==> src/rtl/rv32i_types_pkg.sv <==
// Shared RV32I base types used across the pipeline.
package rv32i_types_pkg;

    typedef logic [31:0] word_t;

endpackage

==> src/rtl/tspp_trap_sequencer_pkg.sv <==
// Machine-mode trap types: cause codes, sequencer states and CSR helpers.
package tspp_trap_sequencer_pkg;
    import rv32i_types_pkg::*;

    typedef enum logic [4:0] {
        CAUSE_MAL_INSN   = 5'd0,
        CAUSE_FAULT_INSN = 5'd1,
        CAUSE_ILLEGAL    = 5'd2,
        CAUSE_BREAKPOINT = 5'd3,
        CAUSE_MAL_L      = 5'd4,
        CAUSE_FAULT_L    = 5'd5,
        CAUSE_MAL_S      = 5'd6,
        CAUSE_FAULT_S    = 5'd7,
        CAUSE_ENV_M      = 5'd11
    } ex_cause_t;

    typedef enum logic [1:0] {
        IDLE   = 2'd0,
        DRAIN  = 2'd1,
        INSERT = 2'd2
    } trap_state_t;

    // Illegal instructions and ecalls report no faulting address.
    function automatic logic cause_has_tval(input ex_cause_t cause);
        return !((cause == CAUSE_ILLEGAL) || (cause == CAUSE_ENV_M));
    endfunction

    function automatic word_t cause_word(input ex_cause_t cause);
        return {27'd0, cause};
    endfunction

endpackage

==> src/rtl/tspp_trap_sequencer_if.sv <==
// Pipeline <-> trap sequencer bundle: exception inputs, CSR strobes, redirect outputs.
interface tspp_trap_sequencer_if;
    import rv32i_types_pkg::*;

    logic  token_ex;
    logic  mispredict;
    logic  fault_insn;
    logic  mal_insn;
    logic  illegal_insn;
    logic  breakpoint;
    logic  env_m;
    logic  mal_l;
    logic  mal_s;
    logic  fault_l;
    logic  fault_s;
    logic  ret;
    word_t epc_f;
    word_t epc_e;
    word_t badaddr_f;
    word_t badaddr_e;
    logic  i_mem_busy;
    logic  d_mem_busy;
    logic  csr_wr_mtvec;
    logic  csr_wr_mepc;
    word_t csr_wdata;
    word_t priv_pc;
    logic  insert_priv_pc;
    logic  trap_stall;
    logic  trap_flush;
    word_t mtvec;
    word_t mepc;
    word_t mcause;
    word_t mtval;

    modport master (
        output token_ex, mispredict, fault_insn, mal_insn, illegal_insn, breakpoint,
               env_m, mal_l, mal_s, fault_l, fault_s, ret, epc_f, epc_e, badaddr_f,
               badaddr_e, i_mem_busy, d_mem_busy, csr_wr_mtvec, csr_wr_mepc, csr_wdata,
        input  priv_pc, insert_priv_pc, trap_stall, trap_flush, mtvec, mepc, mcause, mtval
    );

    modport slave (
        input  token_ex, mispredict, fault_insn, mal_insn, illegal_insn, breakpoint,
               env_m, mal_l, mal_s, fault_l, fault_s, ret, epc_f, epc_e, badaddr_f,
               badaddr_e, i_mem_busy, d_mem_busy, csr_wr_mtvec, csr_wr_mepc, csr_wdata,
        output priv_pc, insert_priv_pc, trap_stall, trap_flush, mtvec, mepc, mcause, mtval
    );

endinterface

==> src/rtl/tspp_trap_prio_enc.sv <==
// Combinational trap priority encoder: execute exceptions first, then unsquashed fetch exceptions.
module tspp_trap_prio_enc
    import tspp_trap_sequencer_pkg::*;
(
    input  logic      token_ex,
    input  logic      mispredict,
    input  logic      fault_insn,
    input  logic      mal_insn,
    input  logic      illegal_insn,
    input  logic      breakpoint,
    input  logic      env_m,
    input  logic      mal_l,
    input  logic      mal_s,
    input  logic      fault_l,
    input  logic      fault_s,
    output logic      valid,
    output ex_cause_t cause,
    output logic      from_fetch
);

    // Fixed-priority select; a mispredict marks the fetch slot as wrong-path.
    always_comb begin
        valid      = 1'b1;
        cause      = CAUSE_MAL_INSN;
        from_fetch = 1'b0;
        if (token_ex && illegal_insn) begin
            cause = CAUSE_ILLEGAL;
        end else if (token_ex && breakpoint) begin
            cause = CAUSE_BREAKPOINT;
        end else if (token_ex && env_m) begin
            cause = CAUSE_ENV_M;
        end else if (token_ex && mal_l) begin
            cause = CAUSE_MAL_L;
        end else if (token_ex && mal_s) begin
            cause = CAUSE_MAL_S;
        end else if (token_ex && fault_l) begin
            cause = CAUSE_FAULT_L;
        end else if (token_ex && fault_s) begin
            cause = CAUSE_FAULT_S;
        end else if (!mispredict && mal_insn) begin
            cause      = CAUSE_MAL_INSN;
            from_fetch = 1'b1;
        end else if (!mispredict && fault_insn) begin
            cause      = CAUSE_FAULT_INSN;
            from_fetch = 1'b1;
        end else begin
            valid = 1'b0;
        end
    end

endmodule

==> src/rtl/tspp_trap_sequencer.sv <==
// Trap / MRET sequencer: captures mepc/mcause/mtval, drains memory, then requests a PC insert.
// Optional macro TSPP_TRAP_TVAL_EN keeps the mtval register; otherwise mtval reads as zero.
module tspp_trap_sequencer
    import rv32i_types_pkg::*;
    import tspp_trap_sequencer_pkg::*;
#(
    parameter word_t MTVEC_RST = 32'h0000_0100,
    parameter word_t MEPC_RST  = 32'h0000_0000
) (
    input logic                  CLK,
    input logic                  nRST,
    tspp_trap_sequencer_if.slave bus
);

    localparam word_t MTVEC_RST_ALIGNED = {MTVEC_RST[31:2], 2'b00};

    trap_state_t state_r, state_n;
    logic        is_mret_r;
    word_t       mtvec_r, mtvec_n_s;
    word_t       mepc_r, mepc_n_s;
    word_t       mcause_r, mcause_n_s;
    word_t       priv_pc_r, target_s;
    logic        insert_r, stall_r, flush_r;
    logic        exc_valid_s, exc_fetch_s;
    ex_cause_t   exc_cause_s;
    logic        trap_start_s, mret_start_s;

    tspp_trap_prio_enc u_prio (
        .token_ex     (bus.token_ex),
        .mispredict   (bus.mispredict),
        .fault_insn   (bus.fault_insn),
        .mal_insn     (bus.mal_insn),
        .illegal_insn (bus.illegal_insn),
        .breakpoint   (bus.breakpoint),
        .env_m        (bus.env_m),
        .mal_l        (bus.mal_l),
        .mal_s        (bus.mal_s),
        .fault_l      (bus.fault_l),
        .fault_s      (bus.fault_s),
        .valid        (exc_valid_s),
        .cause        (exc_cause_s),
        .from_fetch   (exc_fetch_s)
    );

    assign trap_start_s = (state_r == IDLE) && exc_valid_s;
    assign mret_start_s = (state_r == IDLE) && !exc_valid_s && bus.ret && bus.token_ex;

    // Next-state logic; events outside IDLE are ignored since the pipeline is frozen.
    always_comb begin
        state_n = state_r;
        case (state_r)
            IDLE: begin
                if (trap_start_s || mret_start_s) state_n = DRAIN;
                else                              state_n = IDLE;
            end
            DRAIN: begin
                if (bus.i_mem_busy || bus.d_mem_busy) state_n = DRAIN;
                else                                  state_n = INSERT;
            end
            INSERT:  state_n = IDLE;
            default: state_n = IDLE;
        endcase
    end

    // CSR next values; a trap capture takes precedence over a software mepc write.
    always_comb begin
        mtvec_n_s  = mtvec_r;
        mepc_n_s   = mepc_r;
        mcause_n_s = mcause_r;
        if (bus.csr_wr_mtvec) mtvec_n_s = {bus.csr_wdata[31:2], 2'b00};
        else                  mtvec_n_s = mtvec_r;
        if (trap_start_s) begin
            mepc_n_s   = (exc_fetch_s ? bus.epc_f : bus.epc_e) & ~32'h0000_0001;
            mcause_n_s = cause_word(exc_cause_s);
        end else if (bus.csr_wr_mepc) begin
            mepc_n_s = {bus.csr_wdata[31:1], 1'b0};
        end else begin
            mepc_n_s   = mepc_r;
            mcause_n_s = mcause_r;
        end
        // Next values so that a write landing on the INSERT edge is the target.
        target_s = is_mret_r ? mepc_n_s : mtvec_n_s;
    end

    // State, CSR and registered redirect outputs.
    always_ff @(posedge CLK or negedge nRST) begin
        if (!nRST) begin
            state_r   <= IDLE;
            is_mret_r <= 1'b0;
            mtvec_r   <= MTVEC_RST_ALIGNED;
            mepc_r    <= MEPC_RST;
            mcause_r  <= 32'h0000_0000;
            priv_pc_r <= 32'h0000_0000;
            insert_r  <= 1'b0;
            stall_r   <= 1'b0;
            flush_r   <= 1'b0;
        end else begin
            state_r  <= state_n;
            mtvec_r  <= mtvec_n_s;
            mepc_r   <= mepc_n_s;
            mcause_r <= mcause_n_s;
            if (trap_start_s || mret_start_s) is_mret_r <= mret_start_s;
            else                              is_mret_r <= is_mret_r;
            if (state_n == INSERT) priv_pc_r <= target_s;
            else                   priv_pc_r <= priv_pc_r;
            insert_r <= (state_n == INSERT);
            flush_r  <= (state_n == INSERT);
            stall_r  <= (state_n == DRAIN);
        end
    end

`ifdef TSPP_TRAP_TVAL_EN
    word_t mtval_r;

    // Faulting address capture, zero for causes without one.
    always_ff @(posedge CLK or negedge nRST) begin
        if (!nRST) begin
            mtval_r <= 32'h0000_0000;
        end else if (trap_start_s) begin
            if (cause_has_tval(exc_cause_s))
                mtval_r <= exc_fetch_s ? bus.badaddr_f : bus.badaddr_e;
            else
                mtval_r <= 32'h0000_0000;
        end else begin
            mtval_r <= mtval_r;
        end
    end

    assign bus.mtval = mtval_r;
`else
    assign bus.mtval = 32'h0000_0000;
`endif

    assign bus.priv_pc        = priv_pc_r;
    assign bus.insert_priv_pc = insert_r;
    assign bus.trap_stall     = stall_r;
    assign bus.trap_flush     = flush_r;
    assign bus.mtvec          = mtvec_r;
    assign bus.mepc           = mepc_r;
    assign bus.mcause         = mcause_r;

endmodule

==> src/flat_wrapper.sv <==
// flat-port wrapper written by rule: the top's interface ports become plain ports
module tspp_trap_sequencer_flat import rv32i_types_pkg::*; import tspp_trap_sequencer_pkg::*;
#(
    parameter word_t MTVEC_RST = 32'h0000_0100,
    parameter word_t MEPC_RST  = 32'h0000_0000
)
  (CLK, nRST, bus_token_ex, bus_mispredict, bus_fault_insn, bus_mal_insn, bus_illegal_insn, bus_breakpoint, bus_env_m, bus_mal_l, bus_mal_s, bus_fault_l, bus_fault_s, bus_ret, bus_epc_f, bus_epc_e, bus_badaddr_f, bus_badaddr_e, bus_i_mem_busy, bus_d_mem_busy, bus_csr_wr_mtvec, bus_csr_wr_mepc, bus_csr_wdata, bus_priv_pc, bus_insert_priv_pc, bus_trap_stall, bus_trap_flush, bus_mtvec, bus_mepc, bus_mcause, bus_mtval);
  tspp_trap_sequencer_if bus_i ();
  input logic CLK;
  input logic nRST;
  input wire logic [$bits(bus_i.token_ex)-1:0] bus_token_ex;
  input wire logic [$bits(bus_i.mispredict)-1:0] bus_mispredict;
  input wire logic [$bits(bus_i.fault_insn)-1:0] bus_fault_insn;
  input wire logic [$bits(bus_i.mal_insn)-1:0] bus_mal_insn;
  input wire logic [$bits(bus_i.illegal_insn)-1:0] bus_illegal_insn;
  input wire logic [$bits(bus_i.breakpoint)-1:0] bus_breakpoint;
  input wire logic [$bits(bus_i.env_m)-1:0] bus_env_m;
  input wire logic [$bits(bus_i.mal_l)-1:0] bus_mal_l;
  input wire logic [$bits(bus_i.mal_s)-1:0] bus_mal_s;
  input wire logic [$bits(bus_i.fault_l)-1:0] bus_fault_l;
  input wire logic [$bits(bus_i.fault_s)-1:0] bus_fault_s;
  input wire logic [$bits(bus_i.ret)-1:0] bus_ret;
  input wire logic [$bits(bus_i.epc_f)-1:0] bus_epc_f;
  input wire logic [$bits(bus_i.epc_e)-1:0] bus_epc_e;
  input wire logic [$bits(bus_i.badaddr_f)-1:0] bus_badaddr_f;
  input wire logic [$bits(bus_i.badaddr_e)-1:0] bus_badaddr_e;
  input wire logic [$bits(bus_i.i_mem_busy)-1:0] bus_i_mem_busy;
  input wire logic [$bits(bus_i.d_mem_busy)-1:0] bus_d_mem_busy;
  input wire logic [$bits(bus_i.csr_wr_mtvec)-1:0] bus_csr_wr_mtvec;
  input wire logic [$bits(bus_i.csr_wr_mepc)-1:0] bus_csr_wr_mepc;
  input wire logic [$bits(bus_i.csr_wdata)-1:0] bus_csr_wdata;
  output wire logic [$bits(bus_i.priv_pc)-1:0] bus_priv_pc;
  output wire logic [$bits(bus_i.insert_priv_pc)-1:0] bus_insert_priv_pc;
  output wire logic [$bits(bus_i.trap_stall)-1:0] bus_trap_stall;
  output wire logic [$bits(bus_i.trap_flush)-1:0] bus_trap_flush;
  output wire logic [$bits(bus_i.mtvec)-1:0] bus_mtvec;
  output wire logic [$bits(bus_i.mepc)-1:0] bus_mepc;
  output wire logic [$bits(bus_i.mcause)-1:0] bus_mcause;
  output wire logic [$bits(bus_i.mtval)-1:0] bus_mtval;
  assign bus_i.token_ex = bus_token_ex;
  assign bus_i.mispredict = bus_mispredict;
  assign bus_i.fault_insn = bus_fault_insn;
  assign bus_i.mal_insn = bus_mal_insn;
  assign bus_i.illegal_insn = bus_illegal_insn;
  assign bus_i.breakpoint = bus_breakpoint;
  assign bus_i.env_m = bus_env_m;
  assign bus_i.mal_l = bus_mal_l;
  assign bus_i.mal_s = bus_mal_s;
  assign bus_i.fault_l = bus_fault_l;
  assign bus_i.fault_s = bus_fault_s;
  assign bus_i.ret = bus_ret;
  assign bus_i.epc_f = bus_epc_f;
  assign bus_i.epc_e = bus_epc_e;
  assign bus_i.badaddr_f = bus_badaddr_f;
  assign bus_i.badaddr_e = bus_badaddr_e;
  assign bus_i.i_mem_busy = bus_i_mem_busy;
  assign bus_i.d_mem_busy = bus_d_mem_busy;
  assign bus_i.csr_wr_mtvec = bus_csr_wr_mtvec;
  assign bus_i.csr_wr_mepc = bus_csr_wr_mepc;
  assign bus_i.csr_wdata = bus_csr_wdata;
  assign bus_priv_pc = bus_i.priv_pc;
  assign bus_insert_priv_pc = bus_i.insert_priv_pc;
  assign bus_trap_stall = bus_i.trap_stall;
  assign bus_trap_flush = bus_i.trap_flush;
  assign bus_mtvec = bus_i.mtvec;
  assign bus_mepc = bus_i.mepc;
  assign bus_mcause = bus_i.mcause;
  assign bus_mtval = bus_i.mtval;
  tspp_trap_sequencer #(.MTVEC_RST(MTVEC_RST), .MEPC_RST(MEPC_RST)) u_core (.CLK(CLK), .nRST(nRST), .bus(bus_i));
endmodule
==> config.mk <==
export PLATFORM = sky130hd
export DESIGN_NAME = tspp_trap_sequencer_flat
export DESIGN_NICKNAME = d
export VERILOG_FILES = /design/src/rtl/rv32i_types_pkg.sv /design/src/rtl/tspp_trap_sequencer_pkg.sv /design/src/rtl/tspp_trap_sequencer_if.sv /design/src/rtl/tspp_trap_prio_enc.sv /design/src/rtl/tspp_trap_sequencer.sv /design/src/flat_wrapper.sv
export SDC_FILE = /design/constraint.sdc
export NUM_CORES = 1
export LEC_CHECK = 0
export ABC_CLOCK_PERIOD_IN_PS = 2400
export CAP_MARGIN = 20
export CORE_MARGIN = 1.5
export CORE_UTILIZATION = 30
export CTS_CLUSTER_DIAMETER = 200
export DETAILED_ROUTE_END_ITERATION = 10
export GPL_TIMING_DRIVEN = 0
export PLACE_DENSITY = 0.72
export SETUP_SLACK_MARGIN = 0.15
export SLEW_MARGIN = 25
export SYNTH_ARGS = -nofsm -noshare
export SYNTH_HDL_FRONTEND = slang
export SYNTH_SLANG_ARGS = --single-unit
==> constraint.sdc <==
create_clock -name CLK -period 2.4 [get_ports CLK]
set_clock_uncertainty 0.2 [all_clocks]
set_input_delay 0.24 -clock CLK [delete_from_list [all_inputs] [get_ports CLK]]
set_output_delay 0.24 -clock CLK [all_outputs]
set_load 0.1 [all_outputs]
==> results_dict.tcl <==
set metrics [dict create \
    grt_start_max_net_pins 56 \
    cts_tree "done" \
    drt_wl_total_mm 19.1 \
    relSlewSlack_pct 30.2 \
    yosysSeqAreaShare_pct 47.3 \
    dp_hpwl_mm 13.9 \
    finalHoldViolCount 0 \
    die_w_um 139 \
    path_class "reg2out" \
    ys.flop_type "dfrtp_1" \
    dpl_cell_area_sq_um 8210 \
    finalSetupTns_ns 0 \
    placedCellCount 1031 \
    rr_worst_depth 6 \
    rsz0062_at_grt "yes" \
    final_cell_area_sq_um 8440 \
    synth_seq_cells 105 \
    yosysTopAreaCell "dfrtp_1" \
    yosysWarnings 0 \
    cp.buffers_inverters 1 \
    synth.distinct_cells 37 \
    cts_made_buffers 9 \
    cts_max_level 3 \
    pre_cts_ws_ns -0.266 \
    crit_family "buffers and inverters" \
    fin_cells 1050 \
    die_h_um 139 \
    slowest_stage "dlygate4sd2_1" \
    start_util_pct 30.8 \
    cp_data_required_time_ns 1.96 \
    vias 4946 \
    grt_pass1_vias 5105 \
    regArea_sq_um 2630 \
    power.density_nw_per_um2 1410 \
    hp-class "in2reg" \
    worstPathArrival_ns 1.77 \
    ys_async_sr_fraction_pct 100 \
    synth_area_leaders "dfrtp_1, buf_4, nor3_1, a221oi_2, mux2_2" \
    critPathCaptureType "output port" \
    syn-instance-count 531 \
    wire_per_inst_um 18.2 \
    worst_pin_slew_ns 1.05 \
    post-route-period-util_pct 92.0 \
    layout-drive-gt1-share_pct 20.6 \
    grt-ovfl-total 0 \
    grt_usage_pct 20.0 \
    setup_viol 0 \
    antenna_cells 0 \
    multi_input_area_sq_um 2500 \
    antenna_found_initial 0 \
    holdPathStages 3 \
    cp_cell_sequence "dlygate4sd2_1" \
    globalplace.congestion 0.819 \
    syn_area_sq_um 5560 \
    drt_first_pass_iters 8 \
    timing.final.max_slew_violations 0 \
    max_stage_delay_ns 0.86 \
    design.core.area_sq_um 18100 \
    clock_latency_ns 0.36 \
    cp_num_cells 1 \
    fill_cells 1743 \
    clockBufferDepth 2 \
    pin_count 341 \
    fin_crit_ns 2.21 \
    rows 49 \
    clock-sinks 105 \
    peakVddDrop_mv 0.676 \
    ant_nets 0 \
    clk_pin_slew_worst_paths_ns 0.08 \
    synth.top_cell.area_share_pct 46.8 \
    final_nets 994 \
    synth_edf_count 0 \
    cts-root-buf "clkbuf_16" \
    yosysMostFrequentCell "dfrtp_1" \
    port-buffer-count 211 \
    violations "design-rule violations" \
    p_leak_nw 3.91 \
    area_growth_pct 51.8 \
    layout_setup_ws_ns 0.191 \
    cp-start-kind "register" \
    vias_per_cell 4.71 \
    maxCapViolations 0 \
    drt-initial-drc-count 227 \
    clock.fmax_mhz 453 \
    design.die.area_sq_um 19400 \
    status "finished, violations left" \
    drc 17 \
    grt_pass1_wl_mm 29.8 \
    synth.avg_cell_area_sq_um 10.5 \
    cp_max_fo 2 \
    synth_common_cells "dfrtp_1, nor3_1, nor2_1" \
]
power by group:
group          total (mW)  switching, mW  internal [mW]  leakage, nW
clock                1.57          0.741          0.833        0.154
sequential           2.67          0.308           2.36         1.21
combinational        7.64           6.22           1.42         2.54
total                11.9           7.27           4.61         3.91
tightest hold or removal path: stages:
cell and delay (ns):
clkbuf_1 0.21, nand3_1 0.12, o21ai_0 0.08
final timing paths:
check                                    start                     end  slack, ns
setup / recovery           u_core.bus.mtvec[8]            bus_mtvec[8]       0.19
hold / removal                    bus_token_ex    u_core.bus.mcause[2]       0.16
setup reg to reg             u_core.state_r[1]  u_core.bus.priv_pc[29]       0.26
hold reg to reg              u_core.state_r[1]       u_core.state_r[0]       0.29
max in group asynchronous                 nRST     u_core.bus.mtvec[8]       1.09
min in group asynchronous                 nRST  u_core.bus.priv_pc[17]       0.21
cells in the final DEF (no fill, tap or decap), drive strengths merged, types with 32 or more instances in the layout:
| cell type | synthesis | layout |
|---|---|---|
| nor3 | 92 | 92 |
| mux2i | 32 | 32 |
| dfrtp | 104 | 104 |
| dlygate4sd2 | 0 | 103 |
| mux2 | 32 | 32 |
| nor2 | 65 | 65 |
| clkdlybuf4s50 | 0 | 107 |
| conb | 1 | 60 |
| buf | 81 | 84 |
metal layers:
| layer | share of wire, % | wire, um | GRT usage, % |
|---|---|---|---|
| met1 | 42 | 8090 | 25.3 |
| met2 | 49 | 9300 | 33.8 |
| met3 | 6.8 | 1290 | 4.14 |
| met4 | 2.0 | 388 | 7.05 |
| met5 | 0 | 0 | 0 |
cell families after synthesis:
family,synth area share [%]
buffers and inverters,11.9
multiplexers,12.2
other,0.0674
flip-flops,47.3
AO/OA/AOI/OAI,10.6
AND/OR/NAND/NOR,18.0
timing repair:
action                                  in CTS  in global routing
buffers inserted                             0                  2
hold buffers                                 1                  0
endpoints found under the hold margin       50                  0
resized for setup                          105                  4
endpoints found under the setup margin     123                 53
pin swaps                                    0                  1
stage by stage:
stage	hold slack, ns	util, %	power [mW]
floorplan	-0.256	-	8.74
global route	0.220	46.7	12.3
finish	0.159	46.7	11.9
global placement	0.272	45.2	10.8
CTS	0.150	46.5	12.0
detailed placement	0.0220	45.4	10.8
area by class of cell:
class                      count  area share (%)
clock inverter                 7            1.04
tap                          229            3.39
sequential                   105            31.1
timing repair buffer         215            24.3
inverter                       5           0.267
buffer                       102            7.66
multi-input combinational    378            29.6
clock buffer                   9            2.67
registers in the layout, indices dropped and copies added, names as in the netlist:
name and count:
u_core.bus.insert_priv_pc 1, u_core.bus.mcause 4, u_core.bus.mepc 32, u_core.bus.mtvec 32, u_core.bus.priv_pc 32, u_core.bus.trap_stall 1, u_core.is_mret_r 1, u_core.state_r 2
No activity file was read; power rests on OpenSTA's default activity.
